### config.mk
export PLATFORM = sky130hd
export DESIGN_NAME = gray_seq_ctrl
export DESIGN_NICKNAME = d
export VERILOG_FILES = /design/src/rtl/gray_seq_ctrl.sv
export SDC_FILE = /design/constraint.sdc
export NUM_CORES = 1
export LEC_CHECK = 0
export CORE_UTILIZATION = 30
export CTS_CLUSTER_DIAMETER = 100
export DETAILED_ROUTE_END_ITERATION = 6
export GPL_ROUTABILITY_DRIVEN = 1
export PLACE_DENSITY_LB_ADDON = 0.2
export SLEW_MARGIN = 20
export SYNTH_ARGS = -nofsm -noshare
export SYNTH_HDL_FRONTEND = slang
export SYNTH_SLANG_ARGS = --single-unit
export TNS_END_PERCENT = 50
### constraint.sdc
create_clock -name clk -period 1.7 [get_ports clk]
set_input_delay 0.34 -clock clk [delete_from_list [all_inputs] [get_ports clk]]
set_output_delay 0.34 -clock clk [all_outputs]
set_load 0.1 [all_outputs]
### src/rtl/gray_seq_ctrl.sv
// -----------------------------------------------------------------------------
// gray_seq_ctrl
//
// Run controller for a gray-coded counter. A run loads a binary start value,
// then steps the count up or down once per cycle for a programmed number of
// steps. Each step updates the registered binary count and its gray code on
// the same edge and raises a one-cycle strobe in the following cycle. Runs
// can be paused (hold), terminated early (abort) and signal normal completion
// with a one-cycle done pulse.
//
// Optional build macro: GRAY_SEQ_CHECK_EN
//   Defined   : a registered checker watches every step and raises the sticky
//               seq_err flag if gray_out moved by other than exactly one bit,
//               or if gray_out disagrees with bin_out ^ (bin_out >> 1).
//   Undefined : checker absent, seq_err tied low. Port list is identical.
//
// Parameters
//   WIDTH  counter width in bits (count space 2^WIDTH)
//   LEN_W  width of the run-length field
//
// Ports
//   clk        in   system clock, rising edge
//   rst_n      in   asynchronous active-low reset
//   start      in   run request; accepted only in IDLE
//   start_val  in   binary start value, sampled with an accepted start
//   len        in   number of steps, sampled with an accepted start
//   dir        in   0 = count up, 1 = count down, sampled with an accepted start
//   hold       in   level; pauses stepping
//   abort      in   terminate the run early (ignored in IDLE)
//   bin_out    out  registered binary count
//   gray_out   out  registered gray code of bin_out
//   step_valid out  high for one cycle after each step
//   wrap       out  high with step_valid when that step wrapped
//   busy       out  high whenever the controller is not IDLE
//   done       out  one-cycle pulse on normal completion
//   seq_err    out  sticky step checker flag
//   dbg_state  out  current FSM state encoding (debug observation only)
//
// Handshake: start is a request level sampled on each rising edge. It is
// accepted on an edge where the controller is IDLE (busy low); at any other
// time it is dropped, never queued. The caller should treat busy going high
// as the acknowledgement and hold start for one cycle only.
// -----------------------------------------------------------------------------
module gray_seq_ctrl #(
    parameter int WIDTH = 4,
    parameter int LEN_W = 8
) (
    input  logic             clk,
    input  logic             rst_n,
    input  logic             start,
    input  logic [WIDTH-1:0] start_val,
    input  logic [LEN_W-1:0] len,
    input  logic             dir,
    input  logic             hold,
    input  logic             abort,
    output logic [WIDTH-1:0] bin_out,
    output logic [WIDTH-1:0] gray_out,
    output logic             step_valid,
    output logic             wrap,
    output logic             busy,
    output logic             done,
    output logic             seq_err,
    output logic [1:0]       dbg_state
);

    typedef enum logic [1:0] {
        ST_IDLE = 2'd0,
        ST_RUN  = 2'd1,
        ST_HOLD = 2'd2,
        ST_DONE = 2'd3
    } state_t;

    state_t           r_state;
    state_t           w_state_next;

    logic [WIDTH-1:0] r_bin;
    logic [WIDTH-1:0] r_gray;
    logic [LEN_W-1:0] r_remaining;
    logic             r_dir;
    logic             r_step_valid;
    logic             r_wrap;

    logic             w_load;
    logic             w_step;
    logic             w_last_step;
    logic             w_wrap;
    logic [WIDTH-1:0] w_bin_step;
    logic [WIDTH-1:0] w_bin_next;

    // -------------------------------------------------------------------------
    // FSM: state register
    // -------------------------------------------------------------------------
    always_ff @(posedge clk or negedge rst_n) begin
        if (!rst_n) begin
            r_state <= ST_IDLE;
        end else begin
            r_state <= w_state_next;
        end
    end

    assign w_last_step = (r_remaining == LEN_W'(1));

    // -------------------------------------------------------------------------
    // FSM: next state and datapath controls
    // Priority in RUN is abort > hold > step. Leaving HOLD never steps on the
    // same edge, which gives the one-cycle resume bubble.
    // -------------------------------------------------------------------------
    always_comb begin
        w_state_next = r_state;
        w_load       = 1'b0;
        w_step       = 1'b0;
        case (r_state)
            ST_IDLE: begin
                // abort is deliberately not looked at here: start wins.
                if (start) begin
                    w_load       = 1'b1;
                    w_state_next = (len != '0) ? ST_RUN : ST_DONE;
                end
            end
            ST_RUN: begin
                if (abort) begin
                    w_state_next = ST_IDLE;
                end else if (hold) begin
                    w_state_next = ST_HOLD;
                end else begin
                    w_step = 1'b1;
                    if (w_last_step) begin
                        w_state_next = ST_DONE;
                    end
                end
            end
            ST_HOLD: begin
                if (abort) begin
                    w_state_next = ST_IDLE;
                end else if (!hold) begin
                    w_state_next = ST_RUN;
                end
            end
            ST_DONE: begin
                w_state_next = ST_IDLE;
            end
            default: begin
                w_state_next = ST_IDLE;
            end
        endcase
    end

    // -------------------------------------------------------------------------
    // Count datapath
    // -------------------------------------------------------------------------
    assign w_bin_step = r_dir ? (r_bin - WIDTH'(1)) : (r_bin + WIDTH'(1));
    assign w_bin_next = w_load ? start_val : (w_step ? w_bin_step : r_bin);

    // Wrap is judged on the pre-step value: all-ones going up, zero going down.
    assign w_wrap = w_step & (r_dir ? (r_bin == '0) : (r_bin == '1));

    always_ff @(posedge clk or negedge rst_n) begin
        if (!rst_n) begin
            r_bin        <= '0;
            r_gray       <= '0;
            r_remaining  <= '0;
            r_dir        <= 1'b0;
            r_step_valid <= 1'b0;
            r_wrap       <= 1'b0;
        end else begin
            r_bin        <= w_bin_next;
            // Gray is derived from the next binary value so both registers
            // change on the same edge.
            r_gray       <= w_bin_next ^ (w_bin_next >> 1);
            r_step_valid <= w_step;
            r_wrap       <= w_wrap;
            if (w_load) begin
                r_remaining <= len;
                r_dir       <= dir;
            end else if (w_step) begin
                r_remaining <= r_remaining - LEN_W'(1);
            end
        end
    end

    // -------------------------------------------------------------------------
    // Optional step checker
    // -------------------------------------------------------------------------
`ifdef GRAY_SEQ_CHECK_EN
    logic [WIDTH-1:0] r_prev_gray;
    logic             r_chk_pending;
    logic             r_seq_err;
    logic [WIDTH-1:0] w_gray_diff;
    logic             w_one_bit;
    logic             w_gray_bad;

    // Exactly one bit set: non-zero and clearing the lowest set bit leaves 0.
    assign w_gray_diff = r_prev_gray ^ r_gray;
    assign w_one_bit   = (w_gray_diff != '0) &&
                         ((w_gray_diff & (w_gray_diff - WIDTH'(1))) == '0);
    assign w_gray_bad  = (r_gray != (r_bin ^ (r_bin >> 1)));

    // The pre-step gray value is captured on the stepping edge and compared
    // against the post-step value in the following cycle, so seq_err sets
    // one cycle after the offending step.
    always_ff @(posedge clk or negedge rst_n) begin
        if (!rst_n) begin
            r_prev_gray   <= '0;
            r_chk_pending <= 1'b0;
            r_seq_err     <= 1'b0;
        end else begin
            r_chk_pending <= w_step;
            if (w_step) begin
                r_prev_gray <= r_gray;
            end
            if (w_load) begin
                r_seq_err <= 1'b0;
            end else if (r_chk_pending && (!w_one_bit || w_gray_bad)) begin
                r_seq_err <= 1'b1;
            end
        end
    end

    assign seq_err = r_seq_err;
`else
    assign seq_err = 1'b0;
`endif

    // -------------------------------------------------------------------------
    // Outputs
    // -------------------------------------------------------------------------
    assign bin_out    = r_bin;
    assign gray_out   = r_gray;
    assign step_valid = r_step_valid;
    assign wrap       = r_wrap;
    assign busy       = (r_state != ST_IDLE);
    assign done       = (r_state == ST_DONE);
    assign dbg_state  = r_state;

endmodule

==> results of run 1 <==
[cell type report]
cell class                      instances  area share, %
Clock buffer                            3           2.07
Inverter                                8           2.13
Timing Repair Buffer                   57           32.8
Clock inverter                          1           1.50
Multi-Input combinational cell         79           32.7
Tap cell                               46           2.88
Sequential cell                        20           26.0
[kinds of logic after synthesis]
logic type | after synthesis | synth area share (%)
adder cells (fa/ha/maj) | 5 | 6.19
other | 1 | 0.332
AND/OR/NAND/NOR | 44 | 22.2
XOR/XNOR | 6 | 4.65
flip-flops | 20 | 44.2
AO/OA/AOI/OAI | 23 | 15.6
buffers and inverters | 13 | 6.75
[critical path, delay by kind of cell (launching register included)]
family / cells / cell delay [ns]
AO/OA/AOI/OAI: 1 / 0.13
XOR/XNOR: 1 / 0.16
flip-flops: 1 / 0.48
AND/OR/NAND/NOR: 3 / 0.98
[power by group through the flow]
| stage | Sequential [mW] | Combinational, mW | Clock [mW] |
|---|---|---|---|
| 2_1_floorplan | 1.50 | 0.740 | 0 |
| 3_3_place_gp | 0.812 | 2.40 | 0 |
| 3_5_place_dp | 0.815 | 2.44 | 0 |
| 4_1_cts | 0.813 | 2.53 | 0.487 |
| 5_1_grt | 0.856 | 2.71 | 0.512 |
| 6_report | 0.830 | 2.60 | 0.478 |
[path summary, 6_finish.rpt]
kind                                             from                          to  slack (ns)  depth (start not counted)
max                          dbg_state[1]$_DFFE_PN0P_       gray_out[2]$_DFF_PN0_       -0.16                          5
min                                             rst_n              wrap$_DFF_PN0_        0.41                          2
max reg2reg                  dbg_state[1]$_DFFE_PN0P_       gray_out[2]$_DFF_PN0_       -0.16                          5
min reg2reg                r_remaining[6]$_DFFE_PN0P_  r_remaining[6]$_DFFE_PN0P_        0.53                          1
max in group asynchronous                       rst_n    dbg_state[1]$_DFFE_PN0P_        1.03                          2
min in group clk                                 hold    dbg_state[0]$_DFFE_PN0P_        0.41                          3
[cells in the mapped netlist, types with 2 or more instances]
cell type	instances	area share, %
a21oi_1	4	1.8
and2_1	2	1.1
buf_4	2	1.3
clkbuf_1	2	0.66
dfrtp_1	20	44
ha_1	4	4.4
inv_1	7	2.3
nand2_1	14	4.6
nand2b_1	3	1.7
nand3_1	4	1.8
nor2_1	5	1.7
nor3_1	2	0.88
nor4_1	3	1.7
o211ai_1	2	1.3
o21ai_0	3	1.3
o311ai_0	3	2.3
xor2_1	5	3.9
[registers in the layout, indices dropped and copies added, names as in the netlist]
signal	count
bin_out	4
r_remaining	8
wrap	1
step_valid	1
dbg_state	2
gray_out	3
r_dir	1
[per-stage QoR]
step / setup TNS, ns / cells / instance area [um^2] / util, % / power (mW)
after global placement: -5.81 / 210 / 1820 / 52.4 / 3.21
after floorplan: -2.00 / 112 / 1150 / - / 2.24
after global routing: -1.21 / 214 / 2000 / 57.5 / 4.08
after detailed placement: -6.09 / 210 / 1820 / 52.4 / 3.25
final: -0.591 / 214 / 2000 / 57.5 / 3.90
after CTS: -1.25 / 215 / 1940 / 56.0 / 3.83
[metal layers]
layer / vias up / part of all wire [%] / GRT usage (%)
li1: 518 / - / -
met4: 0 / 0.26 / 4.26
met1: 501 / 43 / 19.4
met3: 2 / 3.9 / 3.99
met2: 23 / 52 / 28.6
met5: - / 0 / 0
[timing repair]
item	in CTS	in global routing
cloned	0	0
setup endpoints to repair	15	15
pin swaps	6	4
gates resized for setup	10	15
setup buffers	1	0
hold buffers	0	0
==> flow_metrics.py, run 1 <==
metrics = {
    "final_layout": {
        "multi_input_area_um2": 652,
        "drive_gt1_share_pct": 41.1,
        "layout_common_cells": "buf_4 (24), clkdlybuf4s50_1 (15), nand2_1 (14), dfrtp_1 (14), buf_12 (14)",
        "fillers": 319,
        "antenna_cells": 0,
        "fin_nets": 192,
        "regArea_um2": 518,
        "layout_commonest_cell": "buf_4",
        "syn_to_final_growth_pct": 76.4,
    },
    "power": {
        "pwr-share-seq_pct": 21.2,
        "pwr_density_cell_nw_per_um2": 1960,
        "clkPwrFrac_pct": 12.2,
        "combPwrFrac_pct": 66.5,
        "internal-power_mw": 2.04,
        "switchingPower_mw": 1.86,
        "ir_worst_vdd_uv": 742,
        "sw_frac_of_total_pct": 47.7,
        "leakagePower_nw": 0.861,
    },
    "global_routing": {
        "grt_max_degree": 21,
        "grt.overflow.total": 0,
        "track_usage_pct": 16.2,
        "grt_pass1_vias": 1062,
        "antenna_found_initial": 0,
        "grt_pass1_wl_um": 5000,
    },
    "critical_path": {
        "crit_chain": "or4b_4 > and4bb_2 > nor3_2 > o221a_2 > xor2_1",
        "required_ns": 1.85,
        "crit_type": "flip-flop to flip-flop",
        "cpMaxStageDelayCell": "or4b_4",
        "max_stage_delay_ns": 0.61,
        "end_kind": "flip-flop",
        "path_max_fanout": 7,
        "arrival_ns": 2.01,
        "critPathLaunchType": "flip-flop",
    },
    "die": {
        "die_area_um2": 4020,
        "rows": 21,
        "core_region_area_um2": 3470,
        "start_util_pct": 32.6,
        "die_h_um": 63.4,
        "ios": 33,
        "die_x_um": 63.4,
    },
    "timing": {
        "period_needed_ns": 1.86,
        "period_share_pct": 109,
        "hold_ws_ns": 0.413,
        "slew_violations": 0,
        "rsz0062_at_grt": "yes",
        "hold_viol_final": 0,
        "clock_skew_ns": 0.00895,
        "max_freq_mhz": 539,
        "setup_ws_ns": -0.156,
        "final-setup-viol-count": 8,
    },
    "logic_synthesis": {
        "synth_cell_types": 44,
        "ys_dominant_reg_cell": "dfrtp_1",
        "netlist_instances": 112,
        "synth_area_per_cell_um2": 10.1,
        "ys_seq_elements": 20,
        "seq_area_frac_synth_pct": 44.2,
        "synth-edff-count": 0,
        "ys_warn_count": 0,
        "async_reset_ff_share_pct": 100,
        "synthesis.nets": 135,
        "synthesis.area_um2": 1130,
    },
    "cts": {
        "cts_root_buf": "clkbuf_8",
        "cts_num_sinks": 20,
        "clockBufferDepth": 2,
        "htree_levels": 1,
        "cts_buffers": 3,
        "tritoncts": "built",
        "clkTransAtPathRegs_ns": 0.08,
        "clk_latency_ns": 0.26,
    },
    "route": {
        "wl_per_cell_um": 14.2,
        "vias_per_cell": 4.88,
        "ant_nets": 0,
        "via_count": 1044,
        "drt-total-wl_um": 3040,
        "drt_pass1_iterations": 4,
        "post-route-drc-count": 0,
        "drtIter0Drc": 24,
    },
    "placed_design": {
        "gp_congestion": 0.868,
        "preCtsSetupSlack_ns": -0.533,
        "hpwl_um": 2310,
        "io_buffers": 31,
    },
    "run_status": {
        "violations": "negative setup slack",
        "outcome": "finished, violations left",
    },
    "job": {
        "maxCapViolations": 0,
    },
    "hold_path": {
        "hp-class": "primary input to async pin",
    },
}
(Power assumes the default switching activity.)
==> run 2: changes to the inputs <==
- GPL_TIMING_DRIVEN: unset -> 0
==> run 2 against run 1 <==
Net effect: the run still ends with negative setup slack left; critical path depth rose by 1; wire length fell by 2.4%; first-iteration DRC count rose to 3.0 times the previous value; clock-buffer cell count did not move; non-clock buffer count fell by 13; sequential power rose by 4.5%; total power fell by 14%; core utilization fell by 6.6 points; clock power barely moved; worst hold slack got worse by 0.067 ns; die area did not move.
==> flow_metrics.py, run 2 (same netlist as run 1, synthesis figures left out) <==
metrics = {
    "route": {
        "post-route-drc-count": 0,
        "drtIter0Drc": 71,
        "ant_nets": 0,
        "wl_per_cell_um": 14.7,
        "vias_per_cell": 5.05,
        "drt-total-wl_um": 2960,
        "drt_pass1_iterations": 4,
        "via_count": 1016,
    },
    "placed_design": {
        "gp_congestion": 0.890,
        "dp.cells": 189,
        "preCtsSetupSlack_ns": -0.605,
        "io_buffers": 31,
        "hpwl_um": 1980,
        "post_dp_cell_area_um2": 1520,
    },
    "timing": {
        "relSlewSlack_pct": 36.9,
        "max_freq_mhz": 527,
        "rsz0062_at_grt": "yes",
        "clock_skew_ns": 0.00792,
        "final-setup-viol-count": 9,
        "hold_viol_final": 0,
        "slew_violations": 0,
        "period_share_pct": 112,
        "period_needed_ns": 1.90,
        "setup_ws_ns": -0.198,
        "worstMarginPinSlew_ns": 0.943,
    },
    "global_routing": {
        "grt_pass1_wl_um": 4850,
        "track_usage_pct": 15.7,
        "grt_pass1_vias": 1009,
        "grt_max_degree": 21,
        "grt.overflow.total": 0,
        "antenna_found_initial": 0,
    },
    "die": {
        "ios": 33,
        "rows": 21,
        "start_util_pct": 32.6,
        "die_x_um": 63.4,
        "core_region_area_um2": 3470,
        "die_area_um2": 4020,
        "die_h_um": 63.4,
    },
    "final_layout": {
        "fillers": 326,
        "top_register": "r_remaining",
        "fin_util_pct": 50.9,
        "antenna_cells": 0,
        "layout_common_cells": "clkdlybuf4s50_1 (15), buf_4 (13), dfrtp_1 (13)",
        "fin_area_um2": 1770,
        "fin_cells": 201,
        "syn_to_final_growth_pct": 56.2,
        "layout_commonest_cell": "clkdlybuf4s50_1",
        "fin_nets": 179,
        "drive_gt1_share_pct": 38.7,
        "largest_reg_flops": 8,
    },
    "critical_path": {
        "crit_path_start": "dbg_state[1]$_DFFE_PN0P_",
        "critPathCapture": "r_remaining[7]$_DFFE_PN0P_",
        "end_kind": "flip-flop",
        "path_max_fanout": 6,
        "r2r_end": "r_remaining[7]$_DFFE_PN0P_",
        "required_ns": 1.83,
        "arrival_ns": 2.02,
        "r2r_cells": 6,
        "critPathLaunchType": "flip-flop",
        "crit_type": "flip-flop to flip-flop",
        "r2r-start": "dbg_state[1]$_DFFE_PN0P_",
        "rrSetupSlack_ns": -0.20,
    },
    "cts": {
        "clockBufferDepth": 2,
        "cts_root_buf": "clkbuf_8",
        "clk_latency_ns": 0.26,
        "tritoncts": "built",
        "clkTransAtPathRegs_ns": 0.07,
        "cts_buffers": 3,
        "htree_levels": 1,
        "cts_hold_buffers": 0,
        "cts_num_sinks": 20,
    },
    "power": {
        "leakagePower_nw": 0.733,
        "pwr_density_cell_nw_per_um2": 1910,
        "ir_worst_vdd_uv": 704,
    },
    "run_status": {
        "outcome": "finished, violations left",
        "violations": "negative setup slack",
    },
    "hold_path": {
        "hp-class": "primary input to flip-flop",
    },
    "job": {
        "maxCapViolations": 0,
    },
}
-- run 2: cell types whose count changed in the layout (fill, tap and decap cells not counted), moves of 2 or more --
cell,change
clkdlybuf4s15_2,+9
a21oi_2,+2
buf_12,-13
buf_4,-11
buf_6,-2
nand2_1,-2
buf_2,+2
-- run 2: per-layer routing --
metal	up-vias	GRT usage [%]	share of wire, %
li1	489	-	-
met1	502	18.6	43
met2	23	26.5	52
met3	2	4.35	4.4
met4	0	6.53	0.81
met5	-	0	0
-- run 2: layout make-up --
cell class                      count  area [um^2]  share of cell area, %
Buffer                              3         20.0                   1.13
Clock buffer                        3         41.3                   2.34
Clock inverter                      1         30.0                   1.70
Inverter                            8         42.5                   2.41
Multi-Input combinational cell     79          661                   37.4
Sequential cell                    20          519                   29.4
Tap cell                           46         57.6                   3.26
Timing Repair Buffer               41          395                   22.4
-- run 2: through the flow --
| step | hold WS, ns | power, mW | setup TNS, ns |
|---|---|---|---|
| 6_report | 0.346 | 3.37 | -1.07 |
| 5_1_grt | 0.353 | 3.55 | -1.86 |
| 4_1_cts | 0.460 | 3.21 | -2.36 |
| 3_5_place_dp | 0.544 | 2.69 | -9.22 |
| 3_3_place_gp | 0.506 | 2.64 | -8.82 |
| 2_1_floorplan | 0.0444 | 2.24 | -2.00 |
-- run 2: power by group --
group          total, mW  switching, mW  internal, mW
sequential         0.867          0.186         0.680
clock              0.481          0.167         0.314
combinational       2.02           1.41         0.610
total               3.37           1.76          1.61
-- run 2: how the worst min path moves through the flow --
stage / from / to / slack, ns / cells after the start
2_1_floorplan: rst_n / bin_out[2]$_DFF_PN0_ / 0.04 / 0
3_3_place_gp: r_remaining[7]$_DFFE_PN0P_ / r_remaining[7]$_DFFE_PN0P_ / 0.51 / 1
3_5_place_dp: r_remaining[7]$_DFFE_PN0P_ / r_remaining[7]$_DFFE_PN0P_ / 0.54 / 1
4_1_cts: abort / dbg_state[0]$_DFFE_PN0P_ / 0.46 / 2
5_1_grt: hold / dbg_state[0]$_DFFE_PN0P_ / 0.35 / 2
6_report: hold / dbg_state[0]$_DFFE_PN0P_ / 0.35 / 2
-- run 2: worst max-delay path, cell delays in order (launching register included) --
cell,delay (ns)
dfrtp_4,0.50
or4b_4,0.57
clkinv_8,0.10
buf_12,0.10
nand4_4,0.11
o211ai_1,0.26
o311ai_2,0.13
-- run 2: what timing repair did --
action	CTS	global route
setup endpoints to repair	29	20
pin swaps	4	9
gates resized for setup	57	23
buffers inserted	6	4
